===== config.mk =====
export PLATFORM = sky130hd
export DESIGN_NAME = c2_inv_seq
export DESIGN_NICKNAME = d
export VERILOG_FILES = /design/src/rtl/c2_pkg.sv /design/src/rtl/c2_term_sel.sv /design/src/rtl/c2_inv_seq.sv
export SDC_FILE = /design/constraint.sdc
export NUM_CORES = 1
export LEC_CHECK = 0
export BUFFER_PORTS_ARGS = -buffer_cell sky130_fd_sc_hd__clkbuf_2
export CORE_MARGIN = 3
export CORE_UTILIZATION = 40
export CTS_CLUSTER_DIAMETER = 80
export DETAILED_ROUTE_END_ITERATION = 8
export GPL_TIMING_DRIVEN = 0
export SYNTH_ARGS = -nofsm -noshare
export SYNTH_HDL_FRONTEND = slang
export SYNTH_SLANG_ARGS = --single-unit

===== constraint.sdc =====
create_clock -name clk -period 9.22 [get_ports clk]
set_input_delay 0.922 -clock clk [delete_from_list [all_inputs] [get_ports clk]]
set_output_delay 0.922 -clock clk [all_outputs]
set_load 0.01 [all_outputs]

===== src/rtl/c2_pkg.sv =====
// Shared constants, shift-add term table and FSM state type for the 8/pi scaler.
package c2_pkg;

   localparam int unsigned WIDTH  = 32;
   localparam int unsigned MAG_W  = WIDTH - 1;
   localparam int unsigned ACC_W  = MAG_W + 2;
   localparam int unsigned NTERMS = 12;
   localparam int unsigned IDX_W  = 4;

   localparam logic [MAG_W-1:0] MAG_MAX = 31'h7FFF_FFFF;

   typedef enum logic {
      DIR_LEFT,
      DIR_RIGHT
   } term_dir_e;

   typedef struct packed {
      term_dir_e  dir;
      logic [4:0] shamt;
   } term_t;

   // 2 + 1/2 + 1/32 + ... approximates 8/pi; order matters only for readability.
   localparam term_t TERM_TABLE [NTERMS] = '{
      '{dir: DIR_LEFT,  shamt: 5'd1},
      '{dir: DIR_RIGHT, shamt: 5'd1},
      '{dir: DIR_RIGHT, shamt: 5'd5},
      '{dir: DIR_RIGHT, shamt: 5'd7},
      '{dir: DIR_RIGHT, shamt: 5'd8},
      '{dir: DIR_RIGHT, shamt: 5'd9},
      '{dir: DIR_RIGHT, shamt: 5'd10},
      '{dir: DIR_RIGHT, shamt: 5'd11},
      '{dir: DIR_RIGHT, shamt: 5'd14},
      '{dir: DIR_RIGHT, shamt: 5'd15},
      '{dir: DIR_RIGHT, shamt: 5'd21},
      '{dir: DIR_RIGHT, shamt: 5'd22}
   };

   typedef enum logic [1:0] {
      IDLE,
      CALC,
      DONE
   } state_e;

endpackage


===== src/rtl/c2_term_sel.sv =====
// Combinational term selector: zero-extended magnitude shifted by table entry idx.
module c2_term_sel
   import c2_pkg::*;
(
   input  logic [MAG_W-1:0] mag,
   input  logic [IDX_W-1:0] idx,
   output logic [ACC_W-1:0] term
);

   logic [ACC_W-1:0] mag_ext;
   term_t            entry;

   assign mag_ext = {2'b00, mag};

   always_comb begin
      entry = '{dir: DIR_RIGHT, shamt: 5'd0};
      term  = '0;
      if (32'(idx) < NTERMS) begin
         entry = TERM_TABLE[idx];
         if (entry.dir == DIR_LEFT) begin
            term = mag_ext << entry.shamt;
         end else begin
            term = mag_ext >> entry.shamt;
         end
      end
   end

endmodule


===== src/rtl/c2_inv_seq.sv =====
// Sequential 8/pi magnitude scaler: one shift-add term per clock, saturating,
// sign passed through, valid/ready on both sides.
module c2_inv_seq
   import c2_pkg::*;
(
   input  logic             clk,
   input  logic             rst_n,
   input  logic             in_valid,
   output logic             in_ready,
   input  logic [WIDTH-1:0] in_data,
   output logic             out_valid,
   input  logic             out_ready,
   output logic [WIDTH-1:0] out_data,
   output logic             out_sat,
   output logic             busy
);

   state_e           state_q, state_d;
   logic [IDX_W-1:0] idx_q, idx_d;
   logic [ACC_W-1:0] acc_q, acc_d;
   logic [MAG_W-1:0] mag_q, mag_d;
   logic             sign_q, sign_d;
   logic [WIDTH-1:0] out_data_q, out_data_d;
   logic             out_sat_q, out_sat_d;

   logic [ACC_W-1:0] term;
   logic [ACC_W-1:0] sum;
   logic             last_term;
   logic             over;

   c2_term_sel u_term_sel (
      .mag  (mag_q),
      .idx  (idx_q),
      .term (term)
   );

   assign sum       = acc_q + term;
   assign last_term = (idx_q == IDX_W'(NTERMS - 1));
   assign over      = (sum > {2'b00, MAG_MAX});

   always_comb begin
      state_d    = state_q;
      idx_d      = idx_q;
      acc_d      = acc_q;
      mag_d      = mag_q;
      sign_d     = sign_q;
      out_data_d = out_data_q;
      out_sat_d  = out_sat_q;

      unique case (state_q)
         IDLE: begin
            if (in_valid) begin
               mag_d   = in_data[MAG_W-1:0];
               sign_d  = in_data[WIDTH-1];
               acc_d   = '0;
               idx_d   = '0;
               state_d = CALC;
            end
         end
         CALC: begin
            acc_d = sum;
            idx_d = idx_q + 1'b1;
            if (last_term) begin
               out_data_d = {sign_q, over ? MAG_MAX : sum[MAG_W-1:0]};
               out_sat_d  = over;
               state_d    = DONE;
            end
         end
         DONE: begin
            if (out_ready) begin
               state_d = IDLE;
            end
         end
         default: state_d = IDLE;
      endcase
   end

   always_ff @(posedge clk) begin
      if (!rst_n) begin
         state_q    <= IDLE;
         idx_q      <= '0;
         acc_q      <= '0;
         mag_q      <= '0;
         sign_q     <= 1'b0;
         out_data_q <= '0;
         out_sat_q  <= 1'b0;
      end else begin
         state_q    <= state_d;
         idx_q      <= idx_d;
         acc_q      <= acc_d;
         mag_q      <= mag_d;
         sign_q     <= sign_d;
         out_data_q <= out_data_d;
         out_sat_q  <= out_sat_d;
      end
   end

   assign in_ready  = (state_q == IDLE);
   assign busy      = (state_q != IDLE);
   assign out_valid = (state_q == DONE);
   assign out_data  = out_data_q;
   assign out_sat   = out_sat_q;

endmodule


==> reports/qor.txt, run 1 <==
asr flop ratio synth: 0%
count of cell types in the netlist: 68
Reg2Reg Depth: 24
aggregate negative setup slack: 0 ps
crit-path most repeated cell: buf_2
Die Span Y: 152 um
hold path depth: 2
Slew Limit Fails: 0
crit-path cells: buf_2 > inv_1 > buf_1 > ha_1 > nor2b_1 > or2_2 > buf_2 > buf_2 > clkbuf_1 > mux2i_1 > mux2i_1 > nand2_1 > o221ai_1 > ha_1 > and2_1 > a221o_1 > o2111ai_1 > a21oi_1 > o2111ai_2 > and4b_1 > o21ai_2 > buf_6 > buf_6 > o221a_2
crit end category: flop
Synth top area share: 24.3%
final setup violation count: 0
Worst Setup Start Kind: flop
DR DRC count: 0
Rows: 52
clk sinks: 104
worst reg2reg path startpoint: idx_q[1]$_SDFFE_PN0P_
Routed Antenna Nets: 0
Max-cap violations: 0
CTS tree: done
average size of a mapped cell: 7.86 um^2
Nets: 1246
Die W: 152 um
via/cell ratio: 5.97
hold_ws: 473 ps
depth of the CTS H-tree: 3
Reg2Reg Setup Slack: 2200 ps
Synth Net Count: 1165
Area growth syn-to-layout: 11.5%
ranking of synthesized cells by area: dfxtp_1, mux2i_1, nand2_1
Total Routing Usage GR: 25.0%
Hold Vio Cnt, Final: 0
HP Class: reg -> reg
r2r endpoint: out_data[30]$_SDFFE_PN0P_
core area: 20600 um^2
RSZ-0062 raised after global routing: false
CP endpoint: out_data[30]$_SDFFE_PN0P_
worst rel slew slack: 26.2%
pin count of the biggest net entering global routing: 21
Cell Area, Synth: 8580 um^2
DRT Pass-1 Iters: 5
TritonCTS buffer count: 9
number of global-route vias before repair: 8181
root buffer cell: clkbuf_16
GPL Wtd Cong: 0.982
postcts setup bufs: 0
Seq cells post-synth: 104
Crit path max-delay family: buffers and inverters
maximum vdd drop: 0.0000655 V
leakage dissipation: 4.15 nW
# port buffers: 70
Hold-fix buffers, CTS: 0
Avg WL per Cell: 20.7 um
Required @ worst endpoint: 9480 ps
Crit path buffers/inverters: 8
critical path type: reg -> reg
Final min period: 7020 ps
Yosys top cell by area: dfxtp_1
Fill cells: 2154
grt total ovfl: 0
Worst Skew: 9.56 ps
Worst Path Arrival: 7290 ps
HPWL Detailed: 23.3 mm
Crit path depth: 24
later-pin clock latency in the skew report: 370 ps
CP max stage cell: clkbuf_1
Post-synth EDFFs: 0
status: completed
post-synthesis sequential area ratio: 24.3%
post-cts sizing count: 0
pwr dens: 124 nW/um^2
Yosys Warn Count: 0
crit-path max FO: 10
Starting Density: 41.6%
initial antenna violation count: 0
top_reg_cell synth: dfxtp_1
max frequency: 142 MHz
fin crit share: 76.2%
Reg clk slew, reported paths: 80 ps
ant diodes: 0
CP max stage delay: 560 ps
Worst Max-Slew Pin Slew: 1100 ps
cells after synthesis: 1092
layout cell share with drive strength beyond 1: 13.2%
Ports: 72
final wirelength: 29.9 mm
routed vias: 8640
Critical path origin: idx_q[1]$_SDFFE_PN0P_
first-pass GRT wire length: 46.9 mm
die area: 23200 um^2
Bufs on Longest Clock Path: 2
DR iter-0 viols: 1049
[kinds of logic (layout without fill, tap and decap cells)]
| logic type | Yosys count | after routing | synth area share, % |
|---|---|---|---|
| simple gates | 363 | 363 | 18.8 |
| compound gates | 320 | 320 | 26.0 |
| mux | 141 | 141 | 17.4 |
| flops | 104 | 104 | 24.3 |
| buf+inv | 96 | 182 | 4.86 |
| fa+ha+maj | 37 | 37 | 5.48 |
| xor+xnor | 31 | 31 | 3.16 |
[synth_stat cells (9+ instances only)]
library cell and n:
xor2_1 15, inv_1 13, nand2_1 195, o221a_2 29, nand3_1 55, a21o_1 15
nor3_1 13, o21ai_0 60, nor2_1 44, clkbuf_1 52, a31oi_1 12, xnor2_1 16
a21oi_1 70, and2_1 17, ha_1 36, a21boi_0 60, dfxtp_1 104, o211ai_1 14
mux2i_1 131, and3_1 9, buf_2 17
[layout make-up]
cell class | count | area, um^2 | area share [%]
clock inverter | 7 | 76.3 | 0.798
clock buffer | 9 | 225 | 2.35
multi-input combinational | 892 | 6080 | 63.5
sequential | 104 | 2080 | 21.8
buffer | 82 | 364 | 3.80
tap | 270 | 338 | 3.53
inverter | 14 | 52.6 | 0.549
timing repair buffer | 70 | 350 | 3.66
[worst reg2reg max path, cell delays in order, from the launching register on]
cell and delay, ps:
dfxtp_1 350, buf_2 210, inv_1 230, buf_1 540
ha_1 380, nor2b_1 330, or2_2 180, buf_2 220
buf_2 340, clkbuf_1 560, mux2i_1 490, mux2i_1 150
nand2_1 100, o221ai_1 150, ha_1 370, and2_1 160
a221o_1 350, o2111ai_1 300, a21oi_1 220, o2111ai_2 290
and4b_1 330, o21ai_2 110, buf_6 180, buf_6 150
o221a_2 240
[cells in the final DEF (no fill, tap or decap), types with 15 or more instances in the layout]
master / synthesis / routed
a21boi_0: 60 / 60
a21o_1: 15 / 15
mux2i_1: 131 / 131
a21oi_1: 70 / 70
nand3_1: 55 / 55
xnor2_1: 16 / 16
nor2_1: 44 / 44
clkbuf_1: 52 / 52
nand2_1: 195 / 195
dfxtp_1: 104 / 104
ha_1: 36 / 36
and2_1: 17 / 17
o221a_2: 29 / 29
buf_2: 17 / 17
clkbuf_2: 1 / 71
o21ai_0: 60 / 60
xor2_1: 15 / 15
[through the flow]
step | worst slack (ps) | cell area, um^2 | cells | total power, mW | util (%)
after floorplan | 3970 | 8580 | 1092 | 0.696 | -
after global placement | 2350 | 9270 | 1432 | 0.785 | 44.9
after detailed placement | 2380 | 9270 | 1432 | 0.787 | 44.9
after CTS | 2360 | 9570 | 1448 | 1.19 | 46.4
after global routing | 1860 | 9570 | 1448 | 1.24 | 46.4
final | 2200 | 9570 | 1448 | 1.18 | 46.4
[worst min path at each step]
stage / from / endpoint / slack (ps)
floorplan: sign_q$_SDFFE_PN0P_ / sign_q$_SDFFE_PN0P_ / 440
global placement: sign_q$_SDFFE_PN0P_ / sign_q$_SDFFE_PN0P_ / 460
detailed placement: sign_q$_SDFFE_PN0P_ / sign_q$_SDFFE_PN0P_ / 460
CTS: sign_q$_SDFFE_PN0P_ / sign_q$_SDFFE_PN0P_ / 480
global route: acc_q[11]$_SDFFE_PN0P_ / acc_q[11]$_SDFFE_PN0P_ / 510
finish: sign_q$_SDFFE_PN0P_ / sign_q$_SDFFE_PN0P_ / 470
[sequential cells by signal, summed over array words and instances (netlist names)]
name      cells
state_q       2
mag_q        31
out_data     32
idx_q         4
out_sat       1
sign_q        1
acc_q        33
[metal layers]
layer,GRT usage (%),wire length [um]
met5,0,0
met2,37.7,12700
met1,36.0,13900
met4,7.51,850
met3,5.34,2500
[where the power goes]
part	total, mW	leakage (nW)	switching, mW	internal (mW)
Combinational	0.298	3.16	0.192	0.106
Sequential	0.484	0.845	0.0175	0.466
Clock	0.400	0.147	0.208	0.192
Total	1.18	4.15	0.417	0.764
Note: power is estimated with default switching activity, not from simulation.
==> inputs of run 2 (changes only) <==
- clock period: 9.22 -> 7.15 ns (I/O delays scaled with it)
==> run 2 against run 1 <==
  * Critical path depth up 1
  * Non-clock buffer count down 1
  * Die area unchanged
  * Hold slack about the same
  * Clock skew up 2.6 ps
  * Worst setup slack worse by 1900 ps
  * Routed wire length down 0.24%
  * Final area about the same
  * Combinational power up 29%
  * Register-to-register slack worse by 1900 ps
  * Sequential share of layout area about the same
  * Critical endpoint unchanged
  * Highest routed layer unchanged
==> reports/qor.txt, run 2 (same netlist as run 1, synthesis figures left out) <==
Worst Setup Start Kind: flop
Area growth syn-to-layout: 11.6% (about the same)
final instance area: 9570 um^2 (about the same)
core area: 20600 um^2 (unchanged)
TritonCTS buffer count: 9 (unchanged)
Worst Skew: 12.2 ps (+2.62 ps)
Avg WL per Cell: 20.6 um (-0.17%)
Routed Antenna Nets: 0 (unchanged)
critical path type: reg -> reg
commonest non-fill, non-tap cell in the layout: nand2_1
Final min period: 6850 ps (-171 ps)
Hold-fix buffers, CTS: 0 (unchanged)
Nets: 1245 (-0.080%)
depth of the CTS H-tree: 3 (unchanged)
postcts setup bufs: 0 (unchanged)
fin crit share: 95.8% (+20 points)
final setup violation count: 0 (unchanged)
Starting Density: 41.6% (unchanged)
Worst Path Arrival: 7120 ps (-170 ps)
crit-path max FO: 10 (unchanged)
Required @ worst endpoint: 7410 ps (-2070 ps)
RSZ-0062 raised after global routing: false
hold path depth: 2 (unchanged)
Reg with most FFs: acc_q
post-cts sizing count: 0 (unchanged)
routed vias: 8661 (+0.24%)
Critical path origin: idx_q[1]$_SDFFE_PN0P_
dpl cell area: 9270 um^2 (unchanged)
Worst Max-Slew Pin Slew: 1190 ps (+88.7 ps)
initial antenna violation count: 0 (unchanged)
DR DRC count: 0 (unchanged)
hold_ws: 473 ps (-0.377 ps)
HP Class: reg -> reg
Total Routing Usage GR: 25.0% (unchanged)
later-pin clock latency in the skew report: 370 ps (about the same)
crit end category: flop
Bufs on Longest Clock Path: 2 (unchanged)
Ports: 72 (unchanged)
# port buffers: 70 (unchanged)
Hold Vio Cnt, Final: 0 (unchanged)
HP Start: sign_q$_SDFFE_PN0P_
Max-cap violations: 0 (unchanged)
pin count of the biggest net entering global routing: 21 (unchanged)
leakage dissipation: 4.15 nW (about the same)
DRT Pass-1 Iters: 6 (+1)
grt total ovfl: 0 (unchanged)
layout cell share with drive strength beyond 1: 13.3% (+0.18 points)
GPL Wtd Cong: 0.982 (unchanged)
via/cell ratio: 5.99 (+0.31%)
CTS tree: done
Rows: 52 (unchanged)
max frequency: 146 MHz (+2.5%)
pwr dens: 159 nW/um^2 (+29%)
most frequent cells in the layout: nand2_1, mux2i_1, dfxtp_1
clk sinks: 104 (unchanged)
ant diodes: 0 (unchanged)
first-pass GRT wire length: 46.9 mm (unchanged)
Slew Limit Fails: 0 (unchanged)
status: completed
number of global-route vias before repair: 8181 (unchanged)
maximum vdd drop: 0.0000851 V (+30%)
HPWL Detailed: 23.3 mm (unchanged)
die area: 23200 um^2 (unchanged)
worst rel slew slack: 20.3% (-5.9 points)
aggregate negative setup slack: 0 ps (unchanged)
final wirelength: 29.8 mm (-0.24%)
Reg2Reg Depth: 25 (+4.2%)
root buffer cell: clkbuf_16
Fill cells: 2156 (+0.093%)
worst reg2reg path startpoint: idx_q[1]$_SDFFE_PN0P_
Die Span Y: 152 um (unchanged)
Reg clk slew, reported paths: 80 ps (about the same)
Die W: 152 um (unchanged)
DR iter-0 viols: 1001 (-4.6%)
max reg flops: 33 (unchanged)
==> run 2: changes by cell type in the layout (fill, tap and decap cells not counted), sizes merged <==
cell,change
buf,-2
clkbuf,+1
==> run 2: where the power goes <==
group / switching, mW / internal (mW)
Combinational: 0.248 / 0.137
Sequential: 0.0226 / 0.601
Clock: 0.268 / 0.248
Total: 0.539 / 0.986
==> run 2: final timing paths <==
check                              end  slack [ps]
max          out_data[30]$_SDFFE_PN0P_         300
min                sign_q$_SDFFE_PN0P_         470
max reg2reg  out_data[30]$_SDFFE_PN0P_         300
min reg2reg        sign_q$_SDFFE_PN0P_         470
==> run 2: critical path: stages (launching register included) <==
cell	delay, ps
dfxtp_1	390
buf_2	270
inv_1	180
clkbuf_2	280
ha_1	380
nor2b_1	110
nor2_2	360
buf_2	390
buf_1	610
nand2_1	110
a31oi_1	400
mux2i_1	130
nand2_1	80
o21ai_0	220
ha_1	370
clkbuf_1	260
nand2_1	130
a211oi_1	320
o21ai_0	220
o211ai_1	200
o21ai_0	160
xnor2_1	420
o21ai_2	160
buf_6	180
buf_6	140
o221a_2	240
==> run 2: layout make-up <==
class                   count  area, um^2  area share, %
inverters                  14        52.6          0.549
flip-flops and latches    104        2080           21.8
well taps                 270         338           3.53
clock buffers               9         225           2.35
multi-input cells         892        6080           63.6
repair buffers             70         350           3.66
plain buffers              81         362           3.78
clock inverters             7        76.3          0.797
==> run 2: metrics by stage <==
stage | cells | utilization [%] | setup slack, ps | power [mW]
6_report | 1447 | 46.4 | 298 | 1.52
5_1_grt | 1447 | 46.4 | 6.76 | 1.60
4_1_cts | 1448 | 46.4 | 287 | 1.53
3_5_place_dp | 1432 | 44.9 | 309 | 1.01
3_3_place_gp | 1432 | 44.9 | 283 | 1.01
2_1_floorplan | 1092 | - | 1900 | 0.898
==> run 2: per-layer routing <==
metal	track usage, %	up-vias	part of all wire, %
li1	-	4162	-
met1	36.0	4105	48
met2	37.7	342	43
met3	5.34	52	7.0
met4	7.51	0	2.7
met5	0	-	0
